$ cat config.mk
export PLATFORM = sky130hd
export DESIGN_NAME = cardinal_nic
export DESIGN_NICKNAME = d
export VERILOG_FILES = /design/src/rtl/cardinal_nic_pkg.sv /design/src/rtl/nic_chan_buf.sv /design/src/rtl/cardinal_nic.sv
export SDC_FILE = /design/constraint.sdc
export NUM_CORES = 1
export LEC_CHECK = 0
export BUFFER_PORTS_ARGS = -buffer_cell sky130_fd_sc_hd__buf_2
export CAP_MARGIN = 20
export CORE_MARGIN = 3
export CORE_UTILIZATION = 54
export CTS_CLUSTER_SIZE = 10
export DETAILED_ROUTE_END_ITERATION = 10
export PLACE_DENSITY = 0.85
export SETUP_SLACK_MARGIN = 0.02
export SLEW_MARGIN = 40
export SYNTH_ARGS = -nofsm -noshare
export SYNTH_HDL_FRONTEND = slang
export SYNTH_HIERARCHICAL = 1
export SYNTH_SLANG_ARGS = --single-unit
$ cat constraint.sdc
create_clock -name clk -period 1.89 [get_ports clk]
set_input_delay 0.189 -clock clk [delete_from_list [all_inputs] [get_ports clk]]
set_output_delay 0.189 -clock clk [all_outputs]
set_load 0.05 [all_outputs]
$ cat src/rtl/cardinal_nic_pkg.sv
// Shared constants for the cardinal NIC: PE register map and flit field layout.
package cardinal_nic_pkg;

    localparam int FLIT_W = 64;

    localparam logic [1:0] ADDR_IN_BUF   = 2'b00;
    localparam logic [1:0] ADDR_IN_STAT  = 2'b01;
    localparam logic [1:0] ADDR_OUT_BUF  = 2'b10;
    localparam logic [1:0] ADDR_OUT_STAT = 2'b11;

    localparam int VC_BIT    = 63;
    localparam int XDIR_BIT  = 62;
    localparam int YDIR_BIT  = 61;
    localparam int HOPX_MSB  = 55;
    localparam int HOPX_LSB  = 52;
    localparam int HOPY_MSB  = 51;
    localparam int HOPY_LSB  = 48;
    localparam int PAYLOAD_W = 48;

    localparam int DROP_CNT_LSB = 8;
    localparam int DROP_CNT_MSB = 15;

endpackage

$ cat src/rtl/nic_chan_buf.sv
// One-entry flit buffer with full flag; load sets full, clear empties it (data retained).
module nic_chan_buf #(
    parameter int W = 64
) (
    input  logic         i_clk,
    input  logic         i_rst_n,
    input  logic         i_load,
    input  logic [W-1:0] i_data,
    input  logic         i_clear,
    output logic [W-1:0] o_data,
    output logic         o_full
);

    logic [W-1:0] r_data;
    logic         r_full;

    always_ff @(posedge i_clk) begin
        if (!i_rst_n) begin
            r_data <= '0;
            r_full <= 1'b0;
        end else if (i_load) begin
            r_data <= i_data;
            r_full <= 1'b1;
        end else if (i_clear) begin
            r_full <= 1'b0;
        end
    end

    assign o_data = r_data;
    assign o_full = r_full;

endmodule

$ cat src/rtl/cardinal_nic.sv
// PE <-> router network interface: register-mapped input/output flit buffers.
// Optional macro NIC_DROP_CNT_EN adds a saturating dropped-write counter in status bits [15:8].
module cardinal_nic
    import cardinal_nic_pkg::*;
#(
    parameter int FLIT_W = 64,
    parameter int ADDR_W = 2
) (
    input  logic              clk,
    input  logic              reset,
    input  logic [ADDR_W-1:0] addr,
    input  logic [FLIT_W-1:0] d_in,
    output logic [FLIT_W-1:0] d_out,
    input  logic              nicEn,
    input  logic              nicWrEn,
    output logic              net_si,
    input  logic              net_ri,
    output logic [FLIT_W-1:0] net_di,
    input  logic              net_so,
    output logic              net_ro,
    input  logic [FLIT_W-1:0] net_do,
    input  logic              net_polarity
);

    logic              w_rd;
    logic              w_wr;
    logic              w_in_full;
    logic [FLIT_W-1:0] w_in_data;
    logic              w_in_load;
    logic              w_in_clear;
    logic              w_out_full;
    logic [FLIT_W-1:0] w_out_data;
    logic              w_out_wr;
    logic              w_out_load;
    logic [FLIT_W-1:0] w_in_stat;
    logic [FLIT_W-1:0] w_out_stat;
    logic [FLIT_W-1:0] r_d_out;

    assign w_rd = nicEn && !nicWrEn;
    assign w_wr = nicEn && nicWrEn;

    // Load and clear are mutually exclusive per channel: load needs empty, clear needs full.
    assign w_in_load  = net_so && !w_in_full;
    assign w_in_clear = w_rd && (addr == ADDR_IN_BUF) && w_in_full;

    assign w_out_wr   = w_wr && (addr == ADDR_OUT_BUF);
    assign w_out_load = w_out_wr && !w_out_full;

    nic_chan_buf #(.W(FLIT_W)) u_in_buf (
        .i_clk   (clk),
        .i_rst_n (reset),
        .i_load  (w_in_load),
        .i_data  (net_do),
        .i_clear (w_in_clear),
        .o_data  (w_in_data),
        .o_full  (w_in_full)
    );

    nic_chan_buf #(.W(FLIT_W)) u_out_buf (
        .i_clk   (clk),
        .i_rst_n (reset),
        .i_load  (w_out_load),
        .i_data  (d_in),
        .i_clear (net_si),
        .o_data  (w_out_data),
        .o_full  (w_out_full)
    );

    assign net_ro = !w_in_full;
    assign net_di = w_out_data;
    assign net_si = w_out_full && net_ri && (w_out_data[VC_BIT] == net_polarity);

`ifdef NIC_DROP_CNT_EN
    logic [7:0] r_drop_cnt;

    always_ff @(posedge clk) begin
        if (!reset) begin
            r_drop_cnt <= '0;
        end else if (w_out_wr && w_out_full && (r_drop_cnt != 8'hFF)) begin
            r_drop_cnt <= r_drop_cnt + 8'd1;
        end
    end
`endif

    always_comb begin
        w_in_stat     = '0;
        w_out_stat    = '0;
        w_in_stat[0]  = w_in_full;
        w_out_stat[0] = w_out_full;
`ifdef NIC_DROP_CNT_EN
        w_in_stat[DROP_CNT_MSB:DROP_CNT_LSB]  = r_drop_cnt;
        w_out_stat[DROP_CNT_MSB:DROP_CNT_LSB] = r_drop_cnt;
`endif
    end

    always_ff @(posedge clk) begin
        if (!reset) begin
            r_d_out <= '0;
        end else if (w_rd) begin
            case (addr)
                ADDR_IN_BUF:   r_d_out <= w_in_data;
                ADDR_IN_STAT:  r_d_out <= w_in_stat;
                ADDR_OUT_STAT: r_d_out <= w_out_stat;
                default:       r_d_out <= '0;
            endcase
        end
    end

    assign d_out = r_d_out;

endmodule
# After elaboration in Yosys (flattened, before gate mapping)
# Index checks and enable logic that the tools add are counted.
# word_totals
reg_bits	194
latchBits	0
mem_bits_rw	0
mem_bits_ro	0
input_bits	137
elab_cells	29
memories	0
# classes
n_addsub	0
mul	0
div	0
magnitude_cmp	0
n_eq_ne	4
shifts	0
mux	5
n_bitwise	0
reduce_logical	15
# ops
op	count
$pmux W64 S3	1
$logic_and A1 B1 Y1	9
$eq A2 B2 Y1 const B	2
$mux W1	4
$reduce_bool A2 Y1	2
$logic_not A1 Y1	3
$eq A2 B1 Y1 const B	1
$logic_not A2 Y1	1
$eq A1 B1 Y1	1

# Logic depth before layout (Yosys ltp)
# Gate-level depths: netlist (run 1).
# logic_depth
ltp_word	6
mapped_depth	6
depth_no_buf	4

# Cells and area by module
# The synthesis (run 1) kept the hierarchy.
# modules_own_cells
module	instances	cells_per_inst	area_each_um2
nic_chan_buf	2	209	2497.4
cardinal_nic	1	226	2960.3

# Worst setup path before layout (run 1)
# OpenSTA, ideal clock, no wires.
# synth_timing
kind	register -> register
from	register u_out_buf.r_data[63] (netlist: u_out_buf/o_data[63])
to	register u_out_buf.r_full (netlist: u_out_buf/o_full)
setup_time_ps	115
arrival_ps	1556
t_required_ps	1775
slack_ps	220
path_stages_with_launch	5
n_path_buf	0
path_cell_list	dfxtp_1 -> xnor2_1 -> and3_1 -> nor2b_1 -> o21a_1
# synth_between
elab_chain_len	3
# synth_rtl
item	line	text
from (decl)	nic_chan_buf.sv:14	logic [W-1:0] r_data;
from (signal assigned)	nic_chan_buf.sv:22	r_data <= i_data;
$eq A1 B1 Y1	cardinal_nic.sv:71	assign net_si = w_out_full && net_ri && (w_out_data[VC_BIT] == net_polarity);
$logic_and A1 B1 Y1	cardinal_nic.sv:71	
net net_si	cardinal_nic.sv:16	output logic net_si,
$reduce_bool A2 Y1 (no line)	--	
to (signal assigned)	nic_chan_buf.sv:20	r_full <= 1'b0;
to (signal assigned)	nic_chan_buf.sv:23	r_full <= 1'b1;
to (signal assigned)	nic_chan_buf.sv:25	r_full <= 1'b0;
to (decl)	nic_chan_buf.sv:15	logic r_full;
# The timed path passes the listed nets, and every way through them passes these cells.
# A chain may end at the register's enable or synchronous reset.

# Final worst setup path (run 1)
# layout_timing
from	register u_out_buf.r_data[63] (netlist: u_out_buf/o_data[63])
to	output port net_si
# layout_between
elab_chain_len	2
# layout_rtl
item	line
$eq A1 B1 Y1	cardinal_nic.sv:71
$logic_and A1 B1 Y1	cardinal_nic.sv:71
to (decl)	cardinal_nic.sv:16
# No other way between the ends.

==> results of run 1 <==
-- final cells by class --
class | instances | area share (%)
antenna | 1 | 0.0256
clock buffer | 18 | 4.39
clock inverter | 14 | 2.10
inverter | 1 | 0.0384
multi-input combinational | 400 | 36.4
sequential | 194 | 39.8
tap | 180 | 2.31
timing repair buffer | 277 | 15.0
-- registers in the layout, summed over array words and instances, names as in the netlist --
register          cells
d_out                64
u_in_buf/o_data      64
u_in_buf/o_full       1
u_out_buf/o_data     64
u_out_buf/o_full      1
-- synthesized netlist by cell type (2+ instances only) --
cell / n
buf_4: 2
nand2b_1: 2
buf_6: 3
dfxtp_1: 194
buf_12: 14
nor2b_1: 135
buf_2: 2
a22oi_1: 4
clkbuf_1: 18
nor2b_2: 59
buf_8: 2
a22oi_2: 59
o21a_1: 2
mux2i_1: 129
clkbuf_8: 7
-- worst reg2reg max path, delay by kind of cell (launching register included) --
family        cells  cell delay, ps
buf+inv           1             390
flops             1             340
mux               1             340
simple gates      2             320
-- report_power, final --
| group | internal (mW) | switching (mW) | leakage [nW] |
|---|---|---|---|
| logic | 0.384 | 0.471 | 2.19 |
| registers | 4.22 | 0.0824 | 1.58 |
| clock network | 2.24 | 1.57 | 0.295 |
| total | 6.84 | 2.13 | 4.06 |
-- cell usage in the layout (no fill, tap or decap), types with 2 or more instances in the layout --
master,instances
a22oi_1,4
a22oi_2,59
buf_12,4
buf_2,265
buf_4,8
bufinv_16,4
clkbuf_16,17
clkinv_4,3
clkinvlp_4,4
dfxtp_1,194
inv_6,2
mux2i_1,129
nor2b_1,134
nor2b_2,59
o21a_1,2
-- per-stage QoR --
stage	std cells	cell area, sq um	hold WS, ps
2_1_floorplan	644	7960	358
5_1_grt	1085	9770	9.36
4_1_cts	1084	9770	2.32
3_3_place_gp	1052	9130	443
3_5_place_dp	1052	9130	452
6_report	1085	9770	21.4
-- how the worst max path moves through the flow --
stage / start / endpoint / slack, ps / cells past startpoint
3_5_place_dp: addr[0] / u_out_buf/o_data[33]$_SDFFE_PN0P_ / 260 / 6
6_report: u_out_buf/o_data[63]$_SDFFE_PN0P_ / net_si / 240 / 3
3_3_place_gp: addr[0] / u_out_buf/o_data[0]$_SDFFE_PN0P_ / 310 / 6
2_1_floorplan: u_out_buf/o_data[63]$_SDFFE_PN0P_ / u_out_buf/o_full$_SDFFE_PN0P_ / 220 / 4
4_1_cts: u_out_buf/o_data[63]$_SDFFE_PN0P_ / net_si / 230 / 3
5_1_grt: u_out_buf/o_data[63]$_SDFFE_PN0P_ / net_si / 200 / 3
-- layer usage --
layer	part of all wire, %	track usage [%]	routed length, um
met3	6.1	6.31	1050
met4	2.0	7.57	344
met5	0.029	0	5
met2	50	35.1	8690
met1	41	25.2	7150
-- cells by family (layout without fill, tap and decap cells) --
| logic type | after synthesis | after routing |
|---|---|---|
| flip-flops | 194 | 194 |
| AND/OR/NAND/NOR | 204 | 204 |
| XOR/XNOR | 1 | 1 |
| multiplexers | 129 | 129 |
| AO/OA/AOI/OAI | 66 | 66 |
| other | 0 | 1 |
| buffers and inverters | 50 | 310 |
==> impl_metrics.xml, run 1 <==
<?xml version="1.0" encoding="UTF-8"?>
<metrics>
  <group name="cells_and_area">
    <metric name="design.final.nets" unit="">1028</metric>
    <metric name="fraction_of_layout_cells_with_a_size_suffix_above_1" unit="%">47.6</metric>
    <metric name="multi_input_comb_area" unit="sq mm">0.00355</metric>
    <metric name="utilization" unit="%">69.0</metric>
    <metric name="n_fill_cell" unit="">1083</metric>
    <metric name="area_delta_synth_final" unit="%">22.8</metric>
    <metric name="sequential_cell_area" unit="sq mm">0.00388</metric>
  </group>
  <group name="routing">
    <metric name="wire_per_inst" unit="um">15.9</metric>
    <metric name="firstDrtPassIters" unit="">5</metric>
    <metric name="vias_per_cell" unit="">4.98</metric>
    <metric name="detail_route.drc_violations" unit="">0</metric>
    <metric name="dr_total_vias" unit="">5403</metric>
    <metric name="route.final.wire_length" unit="mm">17.2</metric>
    <metric name="detailedRoute.firstIterationViolations" unit="">192</metric>
    <metric name="drt.antenna.violating_nets" unit="">0</metric>
  </group>
  <group name="placed_design">
    <metric name="detailedPlace.worstSlack" unit="ps">260</metric>
    <metric name="port-buffer-count" unit="">266</metric>
    <metric name="gp_congestion" unit="">0.770</metric>
    <metric name="hpwlAfterDp" unit="mm">12.0</metric>
  </group>
  <group name="floorplanning">
    <metric name="design.portCount" unit="">267</metric>
    <metric name="placementRows" unit="">43</metric>
    <metric name="overall_die_area" unit="sq mm">0.0162</metric>
    <metric name="die_h" unit="um">127</metric>
    <metric name="effective_utilization_at_floorplan" unit="%">56.2</metric>
    <metric name="placeableCoreArea" unit="sq mm">0.0141</metric>
    <metric name="die_width" unit="um">127</metric>
  </group>
  <group name="grt">
    <metric name="grt_first_pass_wirelength" unit="mm">27.1</metric>
    <metric name="grt_max_degree" unit="">143</metric>
    <metric name="global_route_overflow" unit="">0</metric>
    <metric name="antenna_violations_before_repair" unit="">2</metric>
    <metric name="total_grt_usage" unit="%">20.8</metric>
    <metric name="first_global_vias" unit="">5349</metric>
  </group>
  <group name="worst_setup_path">
    <metric name="crit_type" unit="">reg2out</metric>
    <metric name="timing.critical_path.max_delay_family" unit="">flip-flops</metric>
    <metric name="worstSetupStartpointType" unit="">flop</metric>
    <metric name="critPathCaptureType" unit="">output pin</metric>
    <metric name="rrSetupSlack" unit="ps">390</metric>
    <metric name="crit_path_cell_trace" unit="">xnor2_1, and3_1, buf_2</metric>
    <metric name="cp_max_fo" unit="">3</metric>
    <metric name="rr_startpoint" unit="">u_out_buf/o_full$_SDFFE_PN0P_</metric>
    <metric name="data_required_time_of_the_worst_path" unit="ps">1700</metric>
    <metric name="worst-path-buf-inv" unit="">1</metric>
    <metric name="cp_data_arrival_time" unit="ps">1460</metric>
    <metric name="critical-path-max-stage-delay" unit="ps">380</metric>
    <metric name="worst_r2r_endpoint" unit="">u_out_buf/o_data[33]$_SDFFE_PN0P_</metric>
    <metric name="critical_path.slowest_cell" unit="">dfxtp_1</metric>
    <metric name="rr_worst_depth" unit="">4</metric>
  </group>
  <group name="synthesis">
    <metric name="synth.net_count" unit="">781</metric>
    <metric name="syn_avg_cell_area" unit="sq um">12.4</metric>
    <metric name="yosys_register_bits" unit="">194</metric>
    <metric name="synth_flop_cell" unit="">dfxtp_1</metric>
    <metric name="synth-seq-area-share" unit="%">48.8</metric>
    <metric name="synth.area.mux_share" unit="%">16.2</metric>
    <metric name="synth_edf_count" unit="">0</metric>
    <metric name="ys_warn_count" unit="">6</metric>
    <metric name="share_of_synthesized_flip_flops_with_an_asynchronous_set_or_reset" unit="%">0</metric>
    <metric name="synth_area_leader_cell" unit="">dfxtp_1</metric>
    <metric name="mappedNetlistArea" unit="sq mm">0.00796</metric>
    <metric name="synth-adder-area-share" unit="%">0</metric>
    <metric name="combinational_family_with_the_most_area_after_synthesis" unit="">simple AND/OR/NAND/NOR gates</metric>
    <metric name="postSynthCellCount" unit="">644</metric>
    <metric name="area_share_of_the_leading_cell_type_in_the_synthesized_netlist" unit="%">48.8</metric>
    <metric name="synth-compound-area-share" unit="%">9.96</metric>
    <metric name="post_synth_main_area_contributors" unit="">dfxtp_1 (49%), mux2i_1 (16%), nor2b_1 (11%), a22oi_2 (9.3%), nor2b_2 (6.5%)</metric>
    <metric name="yosys.cell_types.count" unit="">27</metric>
    <metric name="synthXorXnorAreaFrac" unit="%">0.110</metric>
    <metric name="post_synth_and_or_nand_nor_area_fraction" unit="%">18.0</metric>
  </group>
  <group name="timing">
    <metric name="timing.slew.headroom" unit="%">55.3</metric>
    <metric name="timing_hold_violations_final" unit="">0</metric>
    <metric name="grt_setup_unrepaired" unit="">false</metric>
    <metric name="worst_pin_slew" unit="ps">670</metric>
    <metric name="final_min_period_over_clock_period" unit="%">87.3</metric>
    <metric name="final.setup.tns" unit="ps">0</metric>
    <metric name="fin_worst_skew" unit="ps">7.73</metric>
    <metric name="final-max-slew-violation-count" unit="">0</metric>
    <metric name="fin_crit" unit="ps">1650</metric>
    <metric name="setup_slack" unit="ps">241</metric>
    <metric name="fmax" unit="MHz">606</metric>
    <metric name="setup_viol_count_final" unit="">0</metric>
  </group>
  <group name="power">
    <metric name="static-leakage-power" unit="nW">4.06</metric>
    <metric name="maximum_vdd_drop" unit="mV">0.712</metric>
    <metric name="p_total" unit="mW">8.97</metric>
    <metric name="p_per_area" unit="mW/mm^2">918</metric>
  </group>
  <group name="worst_hold_path">
    <metric name="hold_path.startpoint" unit="">d_in[39]</metric>
    <metric name="min_path_cells" unit="">3</metric>
    <metric name="hold_path_end" unit="">u_out_buf/o_data[39]$_SDFFE_PN0P_</metric>
    <metric name="worstHoldPathType" unit="">in2reg</metric>
  </group>
  <group name="flow_run">
    <metric name="maxCapViolations" unit="">0</metric>
  </group>
  <group name="clock_network">
    <metric name="clock_insertion_delay_worst_skew" unit="ps">420</metric>
    <metric name="clk_pin_slew_worst_paths" unit="ps">70</metric>
    <metric name="cts_buffer_depth" unit="">2</metric>
    <metric name="post_cts_buffers" unit="">0</metric>
    <metric name="cts.repair.resized" unit="">0</metric>
    <metric name="cts_sinks" unit="">194</metric>
    <metric name="count_of_hold_buffers_inserted_by_post_cts_repair" unit="">0</metric>
    <metric name="root_buffer" unit="">clkbuf_16</metric>
    <metric name="tritoncts" unit="">done</metric>
    <metric name="cts-buffers-inserted" unit="">17</metric>
    <metric name="h-tree-depth" unit="">4</metric>
  </group>
  <group name="status">
    <metric name="result_of_the_run" unit="">completed</metric>
  </group>
</metrics>
Power figures use the tool's default switching activity.
==> run 2: changes to the inputs <==
- PLACE_DENSITY: 0.85 -> 0.82
==> run 2 against run 1 <==
Net effect: power down 2.4%; largest cell class unchanged; final cell count increased by 0.28%; sequential power hardly changed; worst hold slack improved by 3.1 ps; critical path type unchanged; highest routed layer is now met4; sequential share of layout area down 0.18 points.
==> impl_metrics.xml, run 2 (synthesis results as in run 1) <==
<?xml version="1.0" encoding="UTF-8"?>
<metrics>
  <group name="timing">
    <metric name="fin_worst_skew" unit="ps">8.07</metric>
    <metric name="worst_pin_slew" unit="ps">487</metric>
    <metric name="timing_hold_violations_final" unit="">0</metric>
    <metric name="final-max-slew-violation-count" unit="">0</metric>
    <metric name="timing.slew.headroom" unit="%">67.5</metric>
    <metric name="setup_viol_count_final" unit="">0</metric>
    <metric name="final_min_period_over_clock_period" unit="%">83.1</metric>
    <metric name="final.setup.tns" unit="ps">0</metric>
    <metric name="grt_setup_unrepaired" unit="">false</metric>
    <metric name="fmax" unit="MHz">636</metric>
    <metric name="fin_crit" unit="ps">1570</metric>
  </group>
  <group name="placed_design">
    <metric name="place_inst" unit="">1056</metric>
    <metric name="gp_congestion" unit="">0.791</metric>
    <metric name="port-buffer-count" unit="">266</metric>
    <metric name="hpwlAfterDp" unit="mm">12.4</metric>
  </group>
  <group name="floorplanning">
    <metric name="placeableCoreArea" unit="sq mm">0.0141</metric>
    <metric name="die_width" unit="um">127</metric>
    <metric name="effective_utilization_at_floorplan" unit="%">56.2</metric>
    <metric name="die_h" unit="um">127</metric>
    <metric name="overall_die_area" unit="sq mm">0.0162</metric>
    <metric name="placementRows" unit="">43</metric>
    <metric name="design.portCount" unit="">267</metric>
  </group>
  <group name="cells_and_area">
    <metric name="sequential_cell_area" unit="sq mm">0.00388</metric>
    <metric name="area_delta_synth_final" unit="%">23.4</metric>
    <metric name="layout_common_cells" unit="">buf_2 (265), dfxtp_1 (194), nor2b_1 (134)</metric>
    <metric name="finalNonFillerCells" unit="">1088</metric>
    <metric name="design.final.nets" unit="">1032</metric>
    <metric name="fraction_of_layout_cells_with_a_size_suffix_above_1" unit="%">47.8</metric>
    <metric name="most_common_library_cell_in_the_layout_ignoring_fill_and_taps" unit="">buf_2</metric>
    <metric name="n_fill_cell" unit="">1091</metric>
    <metric name="num_antenna_cells" unit="">0</metric>
    <metric name="multi_input_comb_area" unit="sq mm">0.00355</metric>
  </group>
  <group name="power">
    <metric name="p_int" unit="mW">6.65</metric>
    <metric name="p_per_area" unit="mW/mm^2">892</metric>
    <metric name="maximum_vdd_drop" unit="mV">0.598</metric>
    <metric name="p_sw" unit="mW">2.10</metric>
    <metric name="sw_frac_of_total" unit="%">24.0</metric>
    <metric name="static-leakage-power" unit="nW">4.09</metric>
    <metric name="seqPwrFrac" unit="%">49.2</metric>
    <metric name="p_clk_share" unit="%">40.7</metric>
    <metric name="comb_power_share" unit="%">10.1</metric>
  </group>
  <group name="clock_network">
    <metric name="h-tree-depth" unit="">4</metric>
    <metric name="clk_pin_slew_worst_paths" unit="ps">70</metric>
    <metric name="root_buffer" unit="">clkbuf_16</metric>
    <metric name="post_cts_buffers" unit="">0</metric>
    <metric name="count_of_hold_buffers_inserted_by_post_cts_repair" unit="">0</metric>
    <metric name="cts_buffer_depth" unit="">2</metric>
    <metric name="cts.repair.resized" unit="">0</metric>
    <metric name="clock_insertion_delay_worst_skew" unit="ps">420</metric>
    <metric name="cts_sinks" unit="">194</metric>
    <metric name="tritoncts" unit="">done</metric>
    <metric name="cts-buffers-inserted" unit="">17</metric>
  </group>
  <group name="grt">
    <metric name="antenna_violations_before_repair" unit="">0</metric>
    <metric name="grt_max_degree" unit="">66</metric>
    <metric name="total_grt_usage" unit="%">21.7</metric>
    <metric name="global_route_overflow" unit="">0</metric>
    <metric name="grt_first_pass_wirelength" unit="mm">28.0</metric>
    <metric name="first_global_vias" unit="">5507</metric>
  </group>
  <group name="routing">
    <metric name="firstDrtPassIters" unit="">4</metric>
    <metric name="drt.antenna.violating_nets" unit="">0</metric>
    <metric name="dr_total_vias" unit="">5398</metric>
    <metric name="wire_per_inst" unit="um">16.4</metric>
    <metric name="detail_route.drc_violations" unit="">0</metric>
    <metric name="route.final.wire_length" unit="mm">17.8</metric>
    <metric name="vias_per_cell" unit="">4.96</metric>
    <metric name="detailedRoute.firstIterationViolations" unit="">237</metric>
  </group>
  <group name="worst_setup_path">
    <metric name="worstSetupStartpointType" unit="">flop</metric>
    <metric name="crit_type" unit="">reg2out</metric>
    <metric name="data_required_time_of_the_worst_path" unit="ps">1700</metric>
    <metric name="cp_data_arrival_time" unit="ps">1380</metric>
    <metric name="cp_max_fo" unit="">3</metric>
    <metric name="critPathCaptureType" unit="">output pin</metric>
  </group>
  <group name="flow_run">
    <metric name="maxCapViolations" unit="">0</metric>
  </group>
  <group name="worst_hold_path">
    <metric name="worstHoldPathType" unit="">in2reg</metric>
  </group>
  <group name="status">
    <metric name="result_of_the_run" unit="">completed</metric>
  </group>
</metrics>
==> run 2: cell types whose count changed in the layout (fill, tap and decap cells not counted), sizes merged, moves of 2 or more <==
cell and change:
buf +4, bufinv -2, clkbuf +2, clkinv +4
clkinvlp -3
==> run 2: stage by stage <==
| stage | power [mW] | worst slack [ps] | instance area (sq um) | hold slack [ps] | utilization (%) |
|---|---|---|---|---|---|
| global route | 9.08 | 215 | 9810 | 15.2 | 69.4 |
| detailed placement | 5.28 | 263 | 9230 | 454 | 65.2 |
| CTS | 8.84 | 292 | 9810 | 4.23 | 69.4 |
| global placement | 5.26 | 326 | 9230 | 443 | 65.2 |
| finish | 8.75 | 318 | 9810 | 24.5 | 69.4 |
| floorplan | 5.03 | 220 | 7960 | 358 | - |
==> run 2: power by group through the flow <==
stage / sequential [mW] / clock, mW / combinational (mW)
after detailed placement: 4.39 / 0 / 0.886
after CTS: 4.30 / 3.65 / 0.892
after floorplan: 4.52 / 0 / 0.519
after global routing: 4.32 / 3.81 / 0.956
final: 4.30 / 3.57 / 0.884
after global placement: 4.39 / 0 / 0.869
==> run 2: layout make-up <==
cell class | count | share of cell area, %
repair buffers | 281 | 15.9
clock buffers | 20 | 4.65
multi-input cells | 400 | 36.2
clock inverters | 12 | 1.34
inverters | 1 | 0.0383
well taps | 180 | 2.30
flip-flops and latches | 194 | 39.6
==> run 2: layer usage <==
metal / track usage (%) / share of wire, % / vias to the layer above
met5: 0 / 0 / -
met4: 8.58 / 2.3 / 0
met3: 6.40 / 6.3 / 29
met2: 36.6 / 50 / 149
met1: 26.0 / 41 / 2537
li1: - / - / 2683
==> run 2: worst paths after layout <==
path | start | to | slack, ps | cells after the start
setup reg to reg | u_out_buf/o_full$_SDFFE_PN0P_ | u_out_buf/o_data[48]$_SDFFE_PN0P_ | 370 | 4
setup / recovery | u_out_buf/o_data[63]$_SDFFE_PN0P_ | net_si | 320 | 3
hold / removal | net_do[1] | u_in_buf/o_data[1]$_SDFFE_PN0P_ | 20 | 3
hold reg to reg | u_out_buf/o_data[59]$_SDFFE_PN0P_ | u_out_buf/o_data[59]$_SDFFE_PN0P_ | 510 | 2
==> run 2: worst max-delay path, stage by stage (launching register included) <==
cell     delay [ps]
dfxtp_1         370
xnor2_1         130
and3_1          190
buf_2           280
==> run 3: changes to the inputs <==
- CORE_UTILIZATION: 54 -> 46
- PLACE_DENSITY: 0.82 -> 0.74
- clock period: 1.89 -> 1.4 ns (I/O delays scaled with it)
==> run 3 against run 2 <==
Net effect: global-route usage down 0.43 points; combinational power is 80% higher; largest cell class unchanged; critical path depth stayed put; critical path type unchanged; sequential share of layout area decreased by 5.9 points; critical endpoint unchanged.
==> impl_metrics.xml, run 3 (synthesis results as in run 1) <==
<?xml version="1.0" encoding="UTF-8"?>
<metrics>
  <group name="cells_and_area">
    <metric name="layout_common_cells" unit="">buf_2 (264), dfxtp_1 (192), nor2b_1 (134)</metric>
    <metric name="most_common_library_cell_in_the_layout_ignoring_fill_and_taps" unit="">buf_2</metric>
    <metric name="post-route-cell-area" unit="sq mm">0.0115</metric>
    <metric name="finalNonFillerCells" unit="">1279</metric>
    <metric name="area_delta_synth_final" unit="%">45.1</metric>
    <metric name="design.final.nets" unit="">1183</metric>
    <metric name="n_fill_cell" unit="">1200</metric>
    <metric name="fraction_of_layout_cells_with_a_size_suffix_above_1" unit="%">44.4</metric>
  </group>
  <group name="routing">
    <metric name="drt.antenna.violating_nets" unit="">0</metric>
    <metric name="dr_total_vias" unit="">6118</metric>
    <metric name="vias_per_cell" unit="">4.78</metric>
    <metric name="route.final.wire_length" unit="mm">20.7</metric>
    <metric name="firstDrtPassIters" unit="">4</metric>
    <metric name="wire_per_inst" unit="um">16.2</metric>
    <metric name="detailedRoute.firstIterationViolations" unit="">190</metric>
    <metric name="detail_route.drc_violations" unit="">0</metric>
  </group>
  <group name="worst_setup_path">
    <metric name="worst_r2r_endpoint" unit="">u_out_buf/o_data[53]$_SDFFE_PN0P_</metric>
    <metric name="worstSetupStartpointType" unit="">flop</metric>
    <metric name="rr_worst_depth" unit="">5</metric>
    <metric name="critPathCaptureType" unit="">output pin</metric>
    <metric name="rrSetupSlack" unit="ps">70</metric>
    <metric name="cp_max_fo" unit="">2</metric>
    <metric name="cp_data_arrival_time" unit="ps">1240</metric>
    <metric name="data_required_time_of_the_worst_path" unit="ps">1260</metric>
    <metric name="crit_type" unit="">reg2out</metric>
    <metric name="rr_startpoint" unit="">u_out_buf/o_full$_SDFFE_PN0P_</metric>
  </group>
  <group name="timing">
    <metric name="setup_slack" unit="ps">22.2</metric>
    <metric name="final-max-slew-violation-count" unit="">0</metric>
    <metric name="fmax" unit="MHz">726</metric>
    <metric name="worst_pin_slew" unit="ps">318</metric>
    <metric name="finalHoldWorstSlack" unit="ps">35.7</metric>
    <metric name="fin_crit" unit="ps">1380</metric>
    <metric name="timing.slew.headroom" unit="%">78.7</metric>
    <metric name="grt_setup_unrepaired" unit="">true</metric>
    <metric name="setup_viol_count_final" unit="">0</metric>
    <metric name="timing_hold_violations_final" unit="">0</metric>
    <metric name="final_min_period_over_clock_period" unit="%">98.4</metric>
    <metric name="fin_worst_skew" unit="ps">9.49</metric>
  </group>
  <group name="worst_hold_path">
    <metric name="hold_path.startpoint" unit="">net_do[16]</metric>
    <metric name="worstHoldPathType" unit="">in2reg</metric>
    <metric name="hold_path_end" unit="">u_in_buf/o_data[16]$_SDFFE_PN0P_</metric>
    <metric name="min_path_cells" unit="">3</metric>
  </group>
  <group name="power">
    <metric name="p_per_area" unit="mW/mm^2">1120</metric>
    <metric name="static-leakage-power" unit="nW">4.81</metric>
    <metric name="maximum_vdd_drop" unit="mV">0.829</metric>
    <metric name="p_total" unit="mW">12.9</metric>
  </group>
  <group name="floorplanning">
    <metric name="die_width" unit="um">138</metric>
    <metric name="design.portCount" unit="">267</metric>
    <metric name="placeableCoreArea" unit="sq mm">0.0168</metric>
    <metric name="effective_utilization_at_floorplan" unit="%">47.5</metric>
    <metric name="die_h" unit="um">138</metric>
    <metric name="placementRows" unit="">47</metric>
    <metric name="overall_die_area" unit="sq mm">0.0189</metric>
  </group>
  <group name="placed_design">
    <metric name="hpwlAfterDp" unit="mm">12.9</metric>
    <metric name="port-buffer-count" unit="">266</metric>
    <metric name="detailedPlace.worstSlack" unit="ps">-1.26</metric>
    <metric name="place_inst" unit="">1113</metric>
    <metric name="place_area" unit="sq mm">0.00946</metric>
    <metric name="gp_congestion" unit="">0.732</metric>
  </group>
  <group name="grt">
    <metric name="grt_first_pass_wirelength" unit="mm">31.8</metric>
    <metric name="global_route_overflow" unit="">0</metric>
    <metric name="antenna_violations_before_repair" unit="">0</metric>
    <metric name="total_grt_usage" unit="%">21.3</metric>
    <metric name="first_global_vias" unit="">6443</metric>
    <metric name="grt_max_degree" unit="">66</metric>
  </group>
  <group name="clock_network">
    <metric name="h-tree-depth" unit="">4</metric>
    <metric name="cts_sinks" unit="">194</metric>
    <metric name="tritoncts" unit="">done</metric>
    <metric name="cts-buffers-inserted" unit="">17</metric>
    <metric name="cts_buffer_depth" unit="">2</metric>
    <metric name="clk_pin_slew_worst_paths" unit="ps">60</metric>
    <metric name="root_buffer" unit="">clkbuf_16</metric>
    <metric name="clock_insertion_delay_worst_skew" unit="ps">430</metric>
  </group>
  <group name="status">
    <metric name="result_of_the_run" unit="">completed</metric>
  </group>
  <group name="flow_run">
    <metric name="maxCapViolations" unit="">0</metric>
  </group>
</metrics>
[run 3: changes by cell type in the layout (fill, tap and decap cells not counted), moves of 2 or more]
cell and change:
buf_12 +5, buf_6 +2, dfxtp_1 -2, mux2i_4 +4, mux2i_1 -7, buf_4 +19, dfxtp_2 +2, clkinv_4 -2
mux2i_2 +3, clkbuf_8 -2, dlygate4sd3_1 +125, bufinv_16 +4
[run 3: critical path, cell delays in order, from the launching register on]
cell and delay, ps:
dfxtp_2 350, xnor2_2 110, and3_4 210, buf_8 150
[run 3: power breakdown]
part           total, mW  leakage [nW]  internal [mW]  switching, mW
logic               1.59          2.91          0.846          0.741
registers           5.81          1.58           5.70          0.118
clock network       5.47         0.322           3.35           2.12
[run 3: worst max-delay path by stage]
stage | depth (start not counted) | to | from | slack [ps]
3_3_place_gp | 7 | u_out_buf/o_data[32]$_SDFFE_PN0P_ | addr[0] | 30
5_1_grt | 3 | net_si | u_out_buf/o_data[63]$_SDFFE_PN0P_ | -20
3_5_place_dp | 7 | u_out_buf/o_data[22]$_SDFFE_PN0P_ | addr[0] | -1
6_report | 3 | net_si | u_out_buf/o_data[63]$_SDFFE_PN0P_ | 20
2_1_floorplan | 4 | u_out_buf/o_full$_SDFFE_PN0P_ | u_out_buf/o_data[63]$_SDFFE_PN0P_ | 60
4_1_cts | 3 | net_si | u_out_buf/o_data[63]$_SDFFE_PN0P_ | 5
[run 3: per-stage QoR]
stage | utilization [%] | setup TNS (ps)
after floorplan | - | 0
after global placement | 56.4 | 0
after detailed placement | 56.4 | -1.26
after CTS | 68.0 | 0
after global routing | 68.8 | -33.7
final | 68.9 | 0
[run 3: per-layer routing]
metal | vias up | wire (um) | global-route usage, % | share of wire [%]
met5 | - | 0 | 0 | 0
met4 | 0 | 573 | 9.09 | 2.8
met3 | 48 | 1280 | 6.39 | 6.2
met2 | 177 | 10400 | 36.3 | 50
met1 | 2903 | 8450 | 24.7 | 41
li1 | 2990 | - | - | -
[run 3: area by class of cell]
type                       count  area (sq um)  share of cell area, %
antenna                        1          2.50                 0.0217
clock buffer                  18           429                   3.72
clock inverter                13           231                   2.01
inverter                       1          3.75                 0.0325
multi-input combinational    400          3630                   31.4
sequential                   194          3890                   33.7
tap                          220           275                   2.39
timing repair buffer         432          3090                   26.7
[run 3: what timing repair did]
action                                  4_1_cts  5_1_grt
hold buffers                                125        0
resized for setup                             5       14
hold endpoints to repair                    125        0
endpoints found under the setup margin        1       17
pin swaps                                     1        1
buffers inserted                              2        7
